File: src/rtl/ulbf_data_sched.sv
// Run sequencer for the uplink beamformer data masters: issues (optionally staggered)
// go pulses, collects per-master done, repeats passes and guards each pass with a watchdog.
module ulbf_data_sched #(
    parameter int unsigned NUM_MASTERS = 4,
    parameter int unsigned TMO_WIDTH   = 24
) (
    input  logic                   m_axis_clk,
    input  logic                   m_axis_rst,
    input  logic                   start,
    input  logic                   abort,
    input  logic [NUM_MASTERS-1:0] master_en,
    input  logic [11:0]            niter_cfg,
    input  logic [11:0]            block_size_cfg,
    input  logic [15:0]            rollover_addr_cfg,
    input  logic [7:0]             nrepeat_cfg,
    input  logic [7:0]             stagger_cfg,
    input  logic [TMO_WIDTH-1:0]   timeout_cfg,
    input  logic [NUM_MASTERS-1:0] done_in,
    output logic [NUM_MASTERS-1:0] go_out,
    output logic [11:0]            niter_out,
    output logic [11:0]            block_size_out,
    output logic [15:0]            rollover_addr_out,
    output logic                   busy,
    output logic                   run_done,
    output logic                   timeout_err,
    output logic [7:0]             rep_count
);

    typedef enum logic [2:0] {
        StIdle,
        StLoad,
        StIssue,
        StWait,
        StNext
    } state_e;

    state_e state_q, state_d;

    logic [NUM_MASTERS-1:0] en_q, en_d;
    logic [NUM_MASTERS-1:0] pend_q, pend_d;
    logic [NUM_MASTERS-1:0] armed_q, armed_d;
    logic [NUM_MASTERS-1:0] go_dly_q, go_dly_d;
    logic [NUM_MASTERS-1:0] done_seen_q, done_seen_d;
    logic [7:0]             nrepeat_q, nrepeat_d;
    logic [7:0]             stagger_q, stagger_d;
    logic [7:0]             gap_q, gap_d;
    logic [7:0]             rep_q, rep_d;
    logic [TMO_WIDTH-1:0]   timeout_q, timeout_d;
    logic [TMO_WIDTH-1:0]   wd_q, wd_d;
    logic [11:0]            niter_q, niter_d;
    logic [11:0]            bsize_q, bsize_d;
    logic [15:0]            roll_q, roll_d;
    logic                   tmo_err_q, tmo_err_d;

    logic [NUM_MASTERS-1:0] go_sel;
    logic [NUM_MASTERS-1:0] go_vec;
    logic [TMO_WIDTH-1:0]   wd_cnt;
    logic [8:0]             rep_inc;
    logic                   in_pass;
    logic                   tmo_hit;
    logic                   last_pass;

    always_comb begin
        state_d     = state_q;
        en_d        = en_q;
        pend_d      = pend_q;
        done_seen_d = done_seen_q;
        nrepeat_d   = nrepeat_q;
        stagger_d   = stagger_q;
        gap_d       = gap_q;
        rep_d       = rep_q;
        timeout_d   = timeout_q;
        wd_d        = wd_q;
        niter_d     = niter_q;
        bsize_d     = bsize_q;
        roll_d      = roll_q;
        tmo_err_d   = tmo_err_q;
        go_vec      = '0;

        // Zero stagger fires every pending master at once, otherwise only the lowest one.
        go_sel    = (stagger_q == 8'd0) ? pend_q : (pend_q & (~pend_q + NUM_MASTERS'(1)));
        wd_cnt    = wd_q + TMO_WIDTH'(1);
        rep_inc   = {1'b0, rep_q} + 9'd1;
        last_pass = (nrepeat_q != 8'd0) && (rep_inc >= {1'b0, nrepeat_q});
        in_pass   = (state_q == StIssue) || (state_q == StWait);
        // A pass is cut off after exactly timeout_q cycles spent in ISSUE/WAIT.
        tmo_hit   = in_pass && (timeout_q != '0) && (wd_cnt == timeout_q);

        // Two-cycle arm delay masks a done level left over from the previous pass.
        armed_d   = armed_q | go_dly_q;

        unique case (state_q)
            StIdle: begin
                if (start && (|master_en) && !abort) begin
                    state_d = StLoad;
                end
            end
            StLoad: begin
                en_d      = master_en;
                nrepeat_d = nrepeat_cfg;
                stagger_d = stagger_cfg;
                timeout_d = timeout_cfg;
                niter_d   = niter_cfg;
                bsize_d   = block_size_cfg;
                roll_d    = rollover_addr_cfg;
                rep_d     = '0;
                tmo_err_d = 1'b0;
                state_d   = StIssue;
            end
            StIssue: begin
                wd_d        = wd_cnt;
                done_seen_d = done_seen_q | (done_in & armed_q & en_q);
                if (gap_q != 8'd0) begin
                    gap_d = gap_q - 8'd1;
                end else begin
                    go_vec = go_sel;
                    pend_d = pend_q & ~go_sel;
                    gap_d  = stagger_q;
                    if ((pend_q & ~go_sel) == '0) begin
                        state_d = StWait;
                    end
                end
            end
            StWait: begin
                wd_d        = wd_cnt;
                done_seen_d = done_seen_q | (done_in & armed_q & en_q);
                if (done_seen_q == en_q) begin
                    state_d = StNext;
                end
            end
            StNext: begin
                rep_d   = rep_inc[7:0];
                state_d = last_pass ? StIdle : StIssue;
            end
            default: begin
                state_d = StIdle;
            end
        endcase

        if (tmo_hit) begin
            state_d   = StIdle;
            tmo_err_d = 1'b1;
            go_vec    = '0;
        end

        // Abort wins over everything, including a watchdog expiry in the same cycle.
        if (abort && (state_q != StIdle)) begin
            state_d   = StIdle;
            rep_d     = rep_q;
            tmo_err_d = tmo_err_q;
            go_vec    = '0;
        end

        if ((state_d == StIssue) && (state_q != StIssue)) begin
            pend_d      = en_d;
            gap_d       = '0;
            armed_d     = '0;
            done_seen_d = '0;
            wd_d        = '0;
        end
    end

    assign go_dly_d = go_vec;

    always_ff @(posedge m_axis_clk or posedge m_axis_rst) begin
        if (m_axis_rst) begin
            state_q     <= StIdle;
            en_q        <= '0;
            pend_q      <= '0;
            armed_q     <= '0;
            go_dly_q    <= '0;
            done_seen_q <= '0;
            nrepeat_q   <= '0;
            stagger_q   <= '0;
            gap_q       <= '0;
            rep_q       <= '0;
            timeout_q   <= '0;
            wd_q        <= '0;
            niter_q     <= '0;
            bsize_q     <= '0;
            roll_q      <= '0;
            tmo_err_q   <= 1'b0;
        end else begin
            state_q     <= state_d;
            en_q        <= en_d;
            pend_q      <= pend_d;
            armed_q     <= armed_d;
            go_dly_q    <= go_dly_d;
            done_seen_q <= done_seen_d;
            nrepeat_q   <= nrepeat_d;
            stagger_q   <= stagger_d;
            gap_q       <= gap_d;
            rep_q       <= rep_d;
            timeout_q   <= timeout_d;
            wd_q        <= wd_d;
            niter_q     <= niter_d;
            bsize_q     <= bsize_d;
            roll_q      <= roll_d;
            tmo_err_q   <= tmo_err_d;
        end
    end

    assign go_out            = go_vec;
    assign busy              = (state_q != StIdle) && !((state_q == StNext) && last_pass);
    assign run_done          = (state_q == StNext) && last_pass && !abort;
    assign timeout_err       = tmo_err_q;
    assign rep_count         = rep_q;
    assign niter_out         = niter_q;
    assign block_size_out    = bsize_q;
    assign rollover_addr_out = roll_q;

endmodule

File: config.mk
export PLATFORM = sky130hd
export DESIGN_NAME = ulbf_data_sched
export DESIGN_NICKNAME = d
export VERILOG_FILES = /design/src/rtl/ulbf_data_sched.sv
export SDC_FILE = /design/constraint.sdc
export NUM_CORES = 1
export LEC_CHECK = 0
export ABC_AREA = 0
export BUFFER_PORTS_ARGS = -buffer_cell sky130_fd_sc_hd__buf_2
export CAP_MARGIN = 25
export CORE_ASPECT_RATIO = 1.1
export CORE_MARGIN = 1.5
export CORE_UTILIZATION = 50
export DETAILED_ROUTE_END_ITERATION = 8
export HOLD_SLACK_MARGIN = 0.1
export PLACE_DENSITY = 0.8
export SYNTH_ARGS = -nofsm -noshare
export SYNTH_HDL_FRONTEND = slang
export SYNTH_SLANG_ARGS = --single-unit
File: constraint.sdc
create_clock -name m_axis_clk -period 6.7 [get_ports m_axis_clk]
set_input_delay 0.335 -clock m_axis_clk [delete_from_list [all_inputs] [get_ports m_axis_clk]]
set_output_delay 0.335 -clock m_axis_clk [all_outputs]
set_load 0.03 [all_outputs]
After elaboration in Yosys (flattened, before gate mapping)
Index checks and enable logic that the tools add are counted.
{ "word_totals": {"regBits": 144, "in_bits": 92, "output_inout_bits": 55, "wordCells": 96} }
{ "classes": {"n_addsub": 4, "order_cmp": 1, "n_eq_ne": 9, "n_mux": 28, "bitwise": 9, "reduce_logical": 29} }
{ "op_table": {"columns": ["cell", "count"], "rows": [
  ["2-to-1 mux 24 bit", 2],
  ["2-to-1 mux 4 bit", 12],
  ["adder 24 x 1 -> 24 bit (second input constant)", 1],
  ["== test 24 bit", 1],
  ["2-to-1 mux 8 bit", 3],
  ["nonzero test 24 bit", 1],
  ["2-to-1 mux 3 bit", 6],
  ["bitwise AND 4 bit", 4],
  ["case mux 8 bit (2 select lines)", 1],
  ["nonzero test 8 bit", 2],
  ["case mux 3 bit (5 select lines)", 1],
  ["logical AND 1 bit", 10],
  ["adder 8 x 1 -> 9 bit (second input constant)", 1],
  ["== test 3 x 2 -> 1 bit (second input constant)", 3],
  [">= comparator 9 x 8 -> 1 bit", 1],
  ["logical NOT 8 bit", 1],
  ["inverter 4 bit", 2],
  ["OR 4 bit", 2],
  ["nonzero test 2 bit", 4],
  ["subtractor 8 x 1 -> 8 bit (second input constant)", 1],
  ["AND reduction 2 bit", 3],
  ["adder 4 x 1 -> 4 bit (second input constant)", 1],
  ["== test 4 bit", 1],
  ["logical NOT 4 bit", 1],
  ["13 further kinds", 15]
]} }

Logic depth before layout (Yosys ltp)
Gate-level depths: netlist of run 1.
{ "logic_depth": {"word_depth": 16, "ltp_mapped": 14} }

Worst setup path before layout of run 1
No wires, ideal clock.
{ "synth_path": {"kind": "reg-to-output", "start": "register wd_q[0]", "end": "output go_out[1]", "t_arrival_ps": 3366, "path_slack_ps": 2999, "stages_incl_launch_ff": 10, "n_path_buf": 1, "cell_sequence": "dfrtp_1 -> ha_1 -> nand4_2 -> or4_1 -> buf_2 -> nor3_4 -> xnor2_1 -> nor4_4 -> a31o_4 -> a2111oi_1"} }
{ "synth_via": {"elab_chain_cells": 5} }
{ "synth_lines": {"columns": ["element", "line_no", "rtl"], "rows": [
  ["from (decl)", "49", "logic [TMO_WIDTH-1:0] wd_q, wd_d;"],
  ["from (signal assigned)", "195", "wd_q <= wd_d;"],
  ["adder 24 x 1 -> 24 bit", "82", "wd_cnt = wd_q + TMO_WIDTH'(1);"],
  ["== test 24 bit", "87", "tmo_hit = in_pass && (timeout_q != '0) && (wd_cnt == timeout_q);"],
  ["logical AND 1 bit", "87", null],
  ["2-to-1 mux 4 bit", "140", "if (tmo_hit) begin"],
  ["2-to-1 mux 4 bit", "147", "if (abort && (state_q != StIdle)) begin"],
  ["to (decl)", "19", "output logic [NUM_MASTERS-1:0] go_out,"]
]} }
No other way between the ends.

Worst setup path in the final report of run 1
Ends and elaborated chain as after synthesis.

==> impl_metrics.toml, run 1 <==
[job]
maxCapViolCount = 0

[synthesis]
synth_top_cell_area_share_pct = 50.1
synth_warnings = 0
ys_types = 57
synth_nets = 767
synth_area_um2 = 7200
synth_ff_type = "dfrtp_1"
async_flop_share_pct = 100
ys_seq_elements = 144
syn_inst = 664
synth.avg_cell_area_um2 = 10.8
synth_edf_count = 0
ys_top_cells_by_area = "dfrtp_1 (50%), mux2_2 (12%), xnor2_1 (5.5%)"
yosysSeqAreaShare_pct = 50.1
yosys.area.top_type = "dfrtp_1"

[timing]
slew-limit-headroom_pct = 31.9
rsz0062_at_grt = "no"
setup_tns_ns = 0
finalHoldViolCount = 0
worst_pin_slew_ns = 1.02
setup_violations = 0
drv_slew = 0
fin_crit_ns = 3.91
fin_worst_skew_ns = 0.0167
fmax_mhz = 256
holdWs_ns = 0.130
min_period_over_period_pct = 58.3

[floorplanning]
dieArea_um2 = 15100
rows = 45
fp.coreArea_um2 = 13900
die_w_um = 117
ios = 147
start_util_pct = 51.8
die_h_um = 129

[setup_path]
cp_max_fo = 7
cp-start-kind = "flip-flop"
critPathArrivalTime_ns = 3.57
crit_type = "reg2out"
required_ns = 6.36
crit_path_end_kind = "primary output"

[clock_network]
clk_latency_ns = 0.43
path_clk_slew_ns = 0.06
cts-root-buf = "clkbuf_16"
clock-sinks = 144
holdBufCountCts = 2
post_cts_resized = 0
clockBufferDepth = 2
cts_tree = "yes"
numCtsBuffers = 17
htree_levels = 4
cts_setup_buffers = 0

[cells_and_area]
finalInstanceArea_um2 = 8650
layout.nets = 904
num_antenna_cells = 0
fin_util_pct = 62.2
layout-drive-gt1-share_pct = 33.5
fin_cells = 1002
layout_commonest_cell = "buf_2"
syn_to_final_growth_pct = 20.1
final_cell_mix = "buf_2 (146), dfrtp_1 (144), mux2_2 (78)"

[route]
vias_per_cell = 5.66
vias = 5672
drc_errors = 0
wl_per_cell_um = 16.9
first_pass_iters = 5
drt-total-wl_um = 16900
drt_iter0_drc = 397
ant_nets = 0

[power_and_ir_drop]
vdd_drop_max_v = 0.000311
cellLeakagePower_uw = 0.00385
p_per_area_nw_per_um2 = 459

[place]
hpwl_um = 11900
placed_cells = 968
io_buffers = 146
gp_congestion = 0.917
dpl_cell_area_um2 = 8090

[global_routing]
grt_pass1_wl_um = 27700
grt-ovfl-total = 0
track_usage_pct = 23.2
grt_pass1_vias = 5701
grt_start_max_net_pins = 85
antenna_found_initial = 0

[outcome]
status = "completed"

[min_path]
hold_path_class = "in2reg"
## kinds of logic (layout without fill, tap and decap cells)
group / Yosys count / after routing / synth area share, %
flops: 144 / 144 / 50.1
mux: 80 / 80 / 12.5
simple gates: 214 / 214 / 15.7
buf+inv: 53 / 203 / 3.04
compound gates: 102 / 102 / 9.45
xor+xnor: 59 / 59 / 7.18
fa+ha+maj: 12 / 12 / 2.05
## synthesized netlist by cell type (all sizes together) (11+ instances only)
cell and instances:
dfrtp 144, mux2 78, nor2 56, xnor2 45, nand2 44, o21ai 39
nand3 26, clkbuf 20, inv 17, buf 16, nor3 16, nor4 16
xor2 14, a21oi 12, ha 11, nand4 11
## worst paths after layout
path	from	endpoint	slack, ns	cells after the start
setup / recovery	wd_q[0]	go_out[1]	2.79	9
hold / removal	nrepeat_cfg[4]	nrepeat_q[4]	0.13	3
setup reg to reg	rep_count[0]	wd_q[13]	3.29	13
hold reg to reg	go_dly_q[0]	armed_q[0]	0.47	2
max in group asynchronous	m_axis_rst	rep_count[6]	5.04	5
min in group asynchronous	m_axis_rst	niter_out[4]	0.52	3
## final cells by class
class,instances,area [um^2]
Timing Repair Buffer,154,816
Sequential cell,144,3600
Fill cell,1136,5260
Clock inverter,12,87.6
Clock buffer,20,457
Multi-Input combinational cell,467,3380
Tap cell,188,235
Inverter,17,68.8
## per-stage QoR
step / power (uW) / worst slack, ns
finish: 3970 / 2.79
global placement: 3050 / 3.40
global route: 4200 / 2.61
detailed placement: 3100 / 3.29
CTS: 3990 / 2.79
floorplan: 2660 / 2.50
## routing by layer
metal  vias up  global-route usage, %  part of all wire [%]
li1       2658                      -                     -
met1      2738                   28.4                    43
met2       248                   38.3                    48
met3        28                   7.27                   7.6
met4         0                   9.80                   2.0
met5         -                      0                     0
## power by group
part | switching, uW | internal (uW)
Combinational | 907 | 688
Clock | 372 | 493
Sequential | 298 | 1210
Total | 1580 | 2390
## worst max-delay path, stage by stage (launching register included)
cell,delay (ns)
dfrtp_1,0.45
ha_1,0.29
nand4_2,0.14
or4_1,0.70
nor3_4,0.22
xnor2_1,0.19
nor4_4,0.10
a31o_4,0.28
a2111oi_1,0.48
buf_2,0.30
## sequential cells by signal, indices dropped and copies added (netlist names), 4 cells and up
signal             count
armed_q                4
block_size_out        12
done_seen_q            4
en_q                   4
gap_q                  8
go_dly_q               4
niter_out             12
nrepeat_q              8
pend_q                 4
rep_count              8
rollover_addr_out     16
stagger_q              8
timeout_q             24
wd_q                  24
Power figures use the tool's default switching activity.
==> inputs of run 2 (changes only) <==
Clock period 6.7 ns to 3.7 ns, I/O delays scaled along.
==> impl_metrics.toml, run 2 (same netlist as run 1, synthesis figures left out) <==
[timing]
slew-limit-headroom_pct = 32.8
drv_slew = 0
min_period_over_period_pct = 94.1
fmax_mhz = 287
finalHoldViolCount = 0
fin_crit_ns = 3.48
setup_violations = 0
worst_pin_slew_ns = 1.01
fin_ws_ns = 0.220
fin_worst_skew_ns = 0.00742

[route]
drc_errors = 0
vias = 6092
first_pass_iters = 7
drt-total-wl_um = 19000
wl_per_cell_um = 17.4
ant_nets = 0
drt_iter0_drc = 472
vias_per_cell = 5.59

[power_and_ir_drop]
vdd_drop_max_v = 0.000768
cellLeakagePower_uw = 0.00426
p_per_area_nw_per_um2 = 797

[setup_path]
crit_type = "reg2out"
cp_max_fo = 7
cp-start-kind = "flip-flop"
rr_startpoint = "rep_count[0]"
required_ns = 3.51
r2r_slack_ns = 0.27
crit_start = "rep_count[0]"
critPathArrivalTime_ns = 3.30
crit_path_end_kind = "primary output"

[clock_network]
clockBufferDepth = 2
numCtsBuffers = 17
path_clk_slew_ns = 0.06
clock-sinks = 144
htree_levels = 4
clk_latency_ns = 0.43
cts_tree = "yes"
cts_setup_buffers = 0
cts-root-buf = "clkbuf_16"

[cells_and_area]
layout.nets = 992
num_antenna_cells = 0
final_cell_mix = "buf_2 (145), dfrtp_1 (143), dlygate4sd3_1 (88)"
layout-drive-gt1-share_pct = 30.9
layout_commonest_cell = "buf_2"
syn_to_final_growth_pct = 34.0
finalInstanceArea_um2 = 9650
fin_cells = 1090
fin_util_pct = 69.4

[min_path]
min_from = "done_in[2]"
hold_path_class = "in2reg"

[floorplanning]
die_w_um = 117
fp.coreArea_um2 = 13900
ios = 147
start_util_pct = 51.8
die_h_um = 129
dieArea_um2 = 15100
rows = 45

[global_routing]
grt_pass1_vias = 6356
groute.layer.met3.usage_pct = 7.49
antenna_found_initial = 0
grt_pass1_wl_um = 31500
grt_use_met1_pct = 32.0
track_usage_pct = 26.1
grt-ovfl-total = 0
use_met2_pct = 43.6
grt_start_max_net_pins = 110
grt-busiest-layer = "met2"

[place]
gp_congestion = 0.899
placed_cells = 970
pre_cts_slack_ns = 0.329
io_buffers = 146
hpwl_um = 11800
dpl_cell_area_um2 = 8090

[outcome]
status = "completed"

[job]
maxCapViolCount = 0
[run 2: cell count changes in the layout (fill, tap and decap cells not counted), sizes merged]
cell         before  now
buf             152  154
dlygate4sd3       2   88
bufinv            0    5
clkinv            9    5
inv              18   17
[run 2: final timing paths]
path	end	depth (start not counted)
worst max-delay path	busy	12
worst min-delay path	done_seen_q[2]	3
worst max register to register	pend_q[1]	13
worst min register to register	armed_q[3]	2
max in group asynchronous	wd_q[0]	4
min in group asynchronous	niter_out[6]	3
[run 2: metal layers]
layer	up-vias	part of all wire [%]
li1	2835	-
met1	2943	42
met2	258	47
met3	56	7.2
met4	0	3.0
met5	-	0
[run 2: repair_timing]
action,4_1_cts,5_1_grt
hold buffers,88,0
resized for setup,2,5
hold endpoints to repair,122,0
setup endpoints to repair,1,3
pin swaps,0,0
[run 2: area by class of cell]
cell class              instances  area, um^2
clock buffers                  20         447
multi-input cells             467        3400
inverters                      17        67.6
fillers                       982        4260
well taps                     188         235
clock inverters                12         206
repair buffers                242        1690
flip-flops and latches        144        3600
[run 2: stage by stage]
step	hold WS, ns	TNS (ns)	total power [uW]
after floorplan	0.302	0	4820
after global routing	0.127	-0.0267	8120
after global placement	0.358	0	5520
final	0.112	0	7680
after CTS	0.106	0	7620
after detailed placement	0.355	0	5630
[run 2: where the power goes]
| part | leakage [uW] | total (uW) | switching [uW] | internal, uW |
|---|---|---|---|---|
| clock | 0.000315 | 1900 | 684 | 1220 |
| combinational | 0.00213 | 3020 | 1700 | 1320 |
| sequential | 0.00181 | 2760 | 561 | 2200 |
[run 2: worst max-delay path, stage by stage (launching register included)]
cell     delay (ns)
dfrtp_1        0.45
ha_1           0.27
nand3_1        0.13
nor2_1         0.27
xor2_1         0.20
ha_1           0.26
a21oi_1        0.13
nor2b_1        0.06
a311o_1        0.35
o21ai_0        0.36
nand2_1        0.09
nand2_1        0.09
buf_2          0.20
==> inputs of run 3 (changes only) <==
Settings changed: PLACE_DENSITY 0.8 to 0.85.
==> impl_metrics.toml, run 3 (same netlist as run 1, synthesis figures left out) <==
[setup_path]
cp-start-kind = "flip-flop"
critPathArrivalTime_ns = 3.30
crit_start = "wd_q[0]"
cp_max_fo = 7
crit_type = "reg2out"
rr_startpoint = "rep_count[0]"
required_ns = 3.51
crit_path_end_kind = "primary output"

[cells_and_area]
regArea_um2 = 3600
syn_to_final_growth_pct = 33.5
layout_commonest_cell = "buf_2"
layout.nets = 994
final_cell_mix = "buf_2 (146), dfrtp_1 (144), dlygate4sd3_1 (89)"
layout-drive-gt1-share_pct = 31.1
multiInputGateArea_um2 = 3410
num_antenna_cells = 0
num-fill-cells = 1002
fin_cells = 1089
finalInstanceArea_um2 = 9610

[timing]
rsz0062_at_grt = "no"
slew-limit-headroom_pct = 36.9
holdWs_ns = 0.191
setup_violations = 0
worst_pin_slew_ns = 0.942
min_period_over_period_pct = 94.2
fin_worst_skew_ns = 0.00952
drv_slew = 0
fin_crit_ns = 3.49
finalHoldViolCount = 0
fmax_mhz = 287
setup_tns_ns = 0

[floorplanning]
start_util_pct = 51.8
die_h_um = 129
fp.coreArea_um2 = 13900
dieArea_um2 = 15100
die_w_um = 117
rows = 45
ios = 147

[clock_network]
clock-sinks = 144
numCtsBuffers = 17
clk_latency_ns = 0.42
cts_tree = "yes"
htree_levels = 4
path_clk_slew_ns = 0.06
clockBufferDepth = 2
cts-root-buf = "clkbuf_16"

[global_routing]
grt_pass1_wl_um = 31700
grt-ovfl-total = 0
grt_start_max_net_pins = 119
track_usage_pct = 26.5
antenna_found_initial = 0
grt_pass1_vias = 6421

[route]
ant_nets = 0
vias = 6100
drt_iter0_drc = 409
vias_per_cell = 5.60
first_pass_iters = 6
drt-total-wl_um = 19100
drc_errors = 0
wl_per_cell_um = 17.6

[place]
gp_congestion = 0.907
io_buffers = 146
dpl_cell_area_um2 = 8110
placed_cells = 971
hpwl_um = 12400

[outcome]
status = "completed"

[power_and_ir_drop]
vdd_drop_max_v = 0.000591
p_per_area_nw_per_um2 = 781
power_uw = 7510
cellLeakagePower_uw = 0.00426

[min_path]
hold_path_class = "in2reg"
min_from = "abort"

[job]
maxCapViolCount = 0
[run 3: area by class of cell]
class	count	area share [%]
Tap cell	188	2.45
Inverter	17	0.703
Clock inverter	11	1.48
Timing Repair Buffer	244	17.8
Clock buffer	18	4.57
Multi-Input combinational cell	467	35.5
Sequential cell	144	37.5
[run 3: timing repair]
item | 4_1_cts | 5_1_grt
gates resized for setup | 1 | 6
pin swaps | 0 | 0
hold buffers | 89 | 0
endpoints found under the setup margin | 1 | 1
endpoints found under the hold margin | 114 | 0
setup buffers | 0 | 0
[run 3: critical path, cell delays in order, from the launching register on]
cell       delay [ns]
dfrtp_1          0.44
ha_2             0.27
nand4_2          0.13
or4_4            0.63
nor3_4           0.19
xnor2_1          0.18
nor4_4           0.10
a31o_4           0.28
a2111oi_2        0.39
buf_2            0.27
[run 3: worst paths after layout]
check / endpoint / slack [ns] / cells after the start
min: timeout_err / 0.19 / 3
max: go_out[1] / 0.21 / 9
max in group asynchronous: rep_count[1] / 2.32 / 4
max reg2reg: gap_q[2] / 0.37 / 12
min in group asynchronous: wd_q[21] / 0.39 / 3
min reg2reg: armed_q[3] / 0.47 / 2
[run 3: report_power, final]
group	switching (uW)	leakage [uW]	total, uW	internal, uW
Combinational	1730	0.00216	3060	1330
Clock	636	0.000283	1700	1060
Sequential	553	0.00182	2750	2200
[run 3: per-layer routing]
metal	track usage [%]	part of all wire [%]	up-vias
met1	30.1	40	2958
met3	7.98	7.7	47
met2	46.5	49	259
li1	-	-	2836
met4	12.1	3.2	0
met5	0	0	-
[run 3: metrics by stage]
stage               utilization [%]  worst slack (ns)
detailed placement             58.3             0.396
global route                   69.1            0.0151
floorplan                         -            0.0852
finish                         69.1             0.213
global placement               58.3             0.492
CTS                            68.9            0.0854
